## src/rtl/pc_fetch.sv

```systemverilog
// pc_fetch: RISC-V fetch stage owning the PC, driving the sync ROM and redirecting on branch/JAL/JALR
module pc_fetch #(
    parameter logic [31:0] RESET_PC = 32'h0000_0000,
    parameter int          ADDR_W   = 12
) (
    input  logic              clk,
    input  logic              rst,
    input  logic              stall_EX,
    input  logic [1:0]        pcsrc_EX,
    input  logic              branch_taken_EX,
    input  logic [31:0]       imm_EX,
    input  logic [31:0]       rs1_EX,
    output logic [ADDR_W-1:0] imem_addr,
    output logic              imem_en,
    input  logic [31:0]       imem_rdata,
    output logic [31:0]       instruction_EX,
    output logic [31:0]       pc_EX,
    output logic [31:0]       pc_plus4_EX,
    output logic              valid_EX,
    output logic              misalign_err
);
    localparam logic [31:0] NOP = 32'h0000_0013;
    logic [31:0] pc_F;
    logic [31:0] tgt_raw;
    logic [31:0] tgt;
    logic        redirect;
    // Redirect decision and target; bubbles never redirect, bit 1 of a bad target is forced to word alignment
    always_comb begin
        redirect = valid_EX & ~stall_EX & (pcsrc_EX[1] | (pcsrc_EX == 2'b01 & branch_taken_EX));
        tgt_raw  = (pcsrc_EX == 2'b11) ? ((rs1_EX + imm_EX) & ~32'h1) : (pc_EX + imm_EX);
        tgt      = tgt_raw[1] ? {tgt_raw[31:2], 2'b00} : tgt_raw;
    end
    assign imem_addr      = pc_F[ADDR_W+1:2];
    assign imem_en        = ~stall_EX;
    assign instruction_EX = valid_EX ? imem_rdata : NOP;
    assign pc_plus4_EX    = pc_EX + 32'd4;
    // PC and EX-stage registers: stall holds, redirect squashes the wrong-path fetch, otherwise advance
    always_ff @(posedge clk or posedge rst) begin
        if (rst) begin
            pc_F         <= RESET_PC;
            pc_EX        <= 32'h0;
            valid_EX     <= 1'b0;
            misalign_err <= 1'b0;
        end else if (!stall_EX) begin
            pc_EX        <= pc_F;
            pc_F         <= redirect ? tgt : pc_F + 32'd4;
            valid_EX     <= ~redirect;
            misalign_err <= misalign_err | (redirect & tgt_raw[1]);
        end
    end
endmodule

```

## config.mk

```make
export PLATFORM = sky130hd
export DESIGN_NAME = pc_fetch
export DESIGN_NICKNAME = d
export VERILOG_FILES = /design/src/rtl/pc_fetch.sv
export SDC_FILE = /design/constraint.sdc
export NUM_CORES = 1
export LEC_CHECK = 0
export CORE_UTILIZATION = 49
export DETAILED_ROUTE_END_ITERATION = 8
export GPL_TIMING_DRIVEN = 0
export PLACE_DENSITY = 0.9
export SYNTH_ARGS = -nofsm -noshare
export SYNTH_HDL_FRONTEND = slang
export SYNTH_SLANG_ARGS = --single-unit
```

## constraint.sdc

```tcl
create_clock -name clk -period 3.3 [get_ports clk]
set_clock_uncertainty 0.15 [all_clocks]
set_input_delay 0.66 -clock clk [delete_from_list [all_inputs] [get_ports clk]]
set_output_delay 0.66 -clock clk [all_outputs]
set_load 0.01 [all_outputs]
```

[Word level (Yosys, flattened, before mapping)]
Cells that the tools add are included.
Word-level totals
  register bits: 66
  input port bits: 102
  output and inout bits: 111
  logic and storage cells: 22
Operators by class
  add/subtract/negate cells: 4
  equal/unequal tests: 2
  mux-type cells: 4
  bitwise operators: 8
Operator list (count)
  2-to-1 mux 32 bit: 3
  adder 32 x 3 -> 32 bit, second input constant: 2
  adder 32 bit: 2
  AND 1 bit: 4
  == test 2 x 1 -> 1 bit, second input constant: 1
  == test 2 bit, second input constant: 1
  inverter 1 bit: 2
  OR 1 bit: 2
  2-to-1 mux 1 bit: 1

[Logic depth before layout (Yosys ltp)]
  depth in word-level cells: 6
  depth in mapped cells: 11
  depth with buffers taken out: 11

[Worst setup path before layout]
No wires, ideal clock.
  path kind: input port to flip-flop
  from: input imm_EX[15]
  to: register pc_F[31]
  setup time: 0.099 ns
  data arrival time: 2.964 ns
  data required time: 3.051 ns
  setup slack: 0.086 ns
  cell stages on the path: 11
  path buffers: 1
  cell sequence: ha_1 clkbuf_1 a21oi_1 o21bai_1 a21o_1 a2111oi_0 a31o_2 nand2_1 mux2i_1 a211o_1 a311oi_1
On the way
  cells in the longest elaborated chain, start to end: 3
  elaborated cells on any way between the ends: 4
  classes of those cells: add/sub: 2; mux: 2
RTL lines
  start: declaration: RTL line 11  | input logic [31:0] imm_EX,
  adder 32 bit: RTL line 30  | tgt_raw = (pcsrc_EX == 2'b11) ? ((rs1_EX + imm_EX) & ~32'h1) : (pc_EX + imm_EX);
  2-to-1 mux 32 bit (*): RTL line 30
  2-to-1 mux 32 bit (*): RTL line 46  | pc_F <= redirect ? tgt : pc_F + 32'd4;
  end signal: assignment: RTL line 46
  end: declaration: RTL line 23  | logic [31:0] pc_F;
Mark *: on every way between the ends. The rest lies on a longest branch, timed or not.
A chain may end at the register's enable or synchronous reset.

[Worst setup path in the final report]
  from: input pcsrc_EX[0]
  to: register pc_F[4]
On the way
  cells in the longest elaborated chain, start to end: 5
  elaborated cells on any way between the ends: 7
  classes of those cells: eq/ne: 2; mux: 2; bitwise: 3
RTL lines
  start: declaration: RTL line 9  | input logic [1:0] pcsrc_EX,
  == test 2 x 1 -> 1 bit: RTL line 29  | redirect = valid_EX & ~stall_EX & (pcsrc_EX[1] | (pcsrc_EX == 2'b01 & branch_taken_EX));
  AND 1 bit: RTL line 29
  OR 1 bit: RTL line 29
  AND 1 bit: RTL line 29
  2-to-1 mux 32 bit (*): RTL line 46
Marked as above.

==> impl_metrics.yaml <==
outcome:
  status: "finished with violations"
  violations: "negative setup slack"
layout:
  fin_util_pct: 74.4
  fin_cells: 1360
  antenna_cells: 0
  finish.net_count: 1337
  drive_above_1_share_pct: 19.0
  final_cell_area_um2: 10800
  multi_input_area_um2: 5920
  syn_to_final_growth_pct: 47.9
  fillers: 982
  ff_latch_area_um2: 1620
pwr:
  total_power_uw: 8670
  intPower_uw: 4680
  power_leakage_uw: 0.00446
  vdd_drop_max_mv: 0.310
  power_frac_clock_pct: 11.3
  powerDensity_nw_per_um2: 801
  combinationalPowerShare_pct: 66.7
  switchingPower_uw: 3990
  switching_share_pct: 46.0
  p_seq_share_pct: 22.1
setup_path:
  endpoint_kind: "flop"
  critical_path_class: "in2reg"
  cp_max_fo: 10
  cp_common_cell: "o21ai_0"
  critPathSlowestCell: "buf_1"
  critPathLaunchType: "input port"
  crit_buf_inv: 3
  crit_arrival_ns: 3.46
  critPathTopFamily: "buffers and inverters"
  slowest_delay_ns: 0.75
  critPathRequiredTime_ns: 3.40
  crit_chain: "clkdlybuf4s50_1 -> nand2_1 -> clkbuf_1 -> buf_1 -> o21ai_0 -> o2bb2ai_1 -> o21ai_0 -> a21oi_1"
logic_synthesis:
  ys.warnings.count: 0
  netlist.area_leader.share_pct: 21.9
  yosysTopAreaCell: "dfrtp_1"
  syn_avg_cell_area_um2: 8.05
  ys_seq_area_share_pct: 21.9
  netlist_area_um2: 7310
  synth.most_common_cell: "a21oi_1"
  ys_ff_latch: 64
  async_flop_share_pct: 100
  synth-edff-count: 0
  synth_cells: 908
  ys_types: 70
  synth_top_flop_cell: "dfrtp_1"
  synth_common_cells: "a21oi_1 (76), nand2_1 (75), nor2_1 (71)"
  ys_top_cells_by_area: "dfrtp_1 (22%), ha_1 (11%), xnor2_1 (5.6%)"
job:
  drv_cap: 0
floorplan:
  row_count: 44
  ios: 213
  chipHeight_um: 124
  chipWidth_um: 124
  start_util_pct: 50.3
  die-area_um2: 15400
  coreArea_um2: 14500
routing:
  drc: 0
  vias: 9045
  post_drt_wl_per_cell_um: 22.0
  dr.pass1.iters: 7
  ant_nets: 0
  drtIter0Drc: 1314
  vias_per_cell: 6.65
  wirelength_mm: 29.9
sta:
  layout_min_cycle_time_ns: 3.35
  setup_viol: 10
  fmax_mhz: 298
  maxSlewHeadroom_pct: 39.0
  hold_ws_ns: 0.313
  rsz0062_at_grt: "yes"
  timing.final.max_slew_violations: 0
  setup_slack_ns: -0.0541
  min_period_over_period_pct: 102
  finalHoldViolations: 0
  worstMarginPinSlew_ns: 0.915
clock_tree:
  cts.sinks: 64
  cts_buffers: 9
  clockBufferDepth: 2
  htreeDepth: 3
  cts.reportedPaths.clkPinSlew_ns: 0.05
  cts_tree: "yes"
  clk-insertion-delay-late_ns: 0.34
  clock-root-buffer: "clkbuf_16"
global_route:
  grt_pass1_wl_mm: 41.1
  antenna_found_initial: 0
  grt_max_degree: 36
  grtUsageTotal_pct: 35.3
  grt_pass1_vias: 7842
  grt-ovfl-total: 0
placement:
  dp_hpwl_mm: 19.7
  gp_congestion: 0.930
  dp_cells: 1303
  port_buffers: 209
  dpl-instance-area_um2: 9660
hold_path:
  hold_class: "reg2reg"
[registers in the layout (all words and copies together), names as in the netlist]
name	flops
pc_EX	31
valid_EX	1
pc_F	31
misalign_err	1
[metal layers]
metal	global-route usage (%)	up-vias	part of all wire (%)
met5	0	-	0
met4	19.3	0	6.9
met3	7.14	205	13
met2	56.5	808	44
met1	44.4	4160	36
li1	-	3872	-
[cell usage in the layout (no fill, tap or decap), drive strengths merged, types with 20 or more instances in the layout]
master           n
xor2            32
a21o            29
xnor2           47
inv             22
dfrtp           64
o21ai           52
nor3            20
nand2           75
clkdlybuf4s50  178
nand4           26
mux2            33
a21oi           76
buf             74
clkbuf          32
ha              63
and3            20
and2            40
nand3           43
nor2            71
[path summary, 6_finish.rpt]
path                               from           end  slack [ns]  cells after the start
max in group asynchronous           rst      pc_EX[5]        1.79                      3
min in group asynchronous           rst     pc_EX[15]        0.58                      2
max                         pcsrc_EX[0]       pc_F[4]       -0.05                      8
min reg2reg                misalign_err  misalign_err        0.31                      1
min                        misalign_err  misalign_err        0.31                      1
max reg2reg                    pc_EX[2]      pc_F[31]        0.01                     12
[power by group through the flow]
stage / registers, uW / clock network (uW) / logic (uW)
after floorplan: 1690 / 0 / 2840
after global placement: 1880 / 0 / 4550
after detailed placement: 1900 / 0 / 4640
after CTS: 1860 / 948 / 5160
after global routing: 1920 / 1000 / 6090
final: 1910 / 975 / 5780
[logic make-up (layout without fill, tap and decap cells)]
family	count (synthesis)	count (layout)	share of synthesized area, %
other cells	1	2	0.0513
xor+xnor	79	79	9.47
buf+inv	69	336	4.36
mux	40	40	6.04
compound gates	255	255	23.9
flops	64	64	21.9
fa+ha+maj	64	64	11.1
simple gates	336	336	23.2
[cell type report]
cell class              instances  area share (%)
well taps                     184            2.13
plain buffers                  40            1.94
clock buffers                  13            2.41
flip-flops and latches         64            15.0
multi-input cells             776            54.7
repair buffers                257            22.6
inverters                      23           0.833
clock inverters                 3           0.370
[per-stage QoR]
| stage | setup TNS [ns] | worst slack, ns |
|---|---|---|
| floorplan | 0 | 0.0861 |
| global placement | -28.29 | -1.07 |
| detailed placement | -21.39 | -1.13 |
| CTS | 0 | 0.000285 |
| global route | -0.749 | -0.117 |
| finish | -0.276 | -0.0541 |
[worst reg2reg max path, delay by kind of cell (launching register included)]
family / cells / cell delay (ns)
DFF: 1 / 0.44
adders and majority gates: 1 / 0.27
AOI/OAI and AO/OA: 8 / 1.63
buffers and inverters: 2 / 0.36
and+or+nand+nor: 1 / 0.29
[timing repair]
action,CTS,global route
pin swaps,25,30
gates cloned,0,0
setup buffers,29,18
hold buffers,0,0
resized for setup,96,54
setup endpoints to repair,35,26
Note: power is estimated with default switching activity, not from simulation.
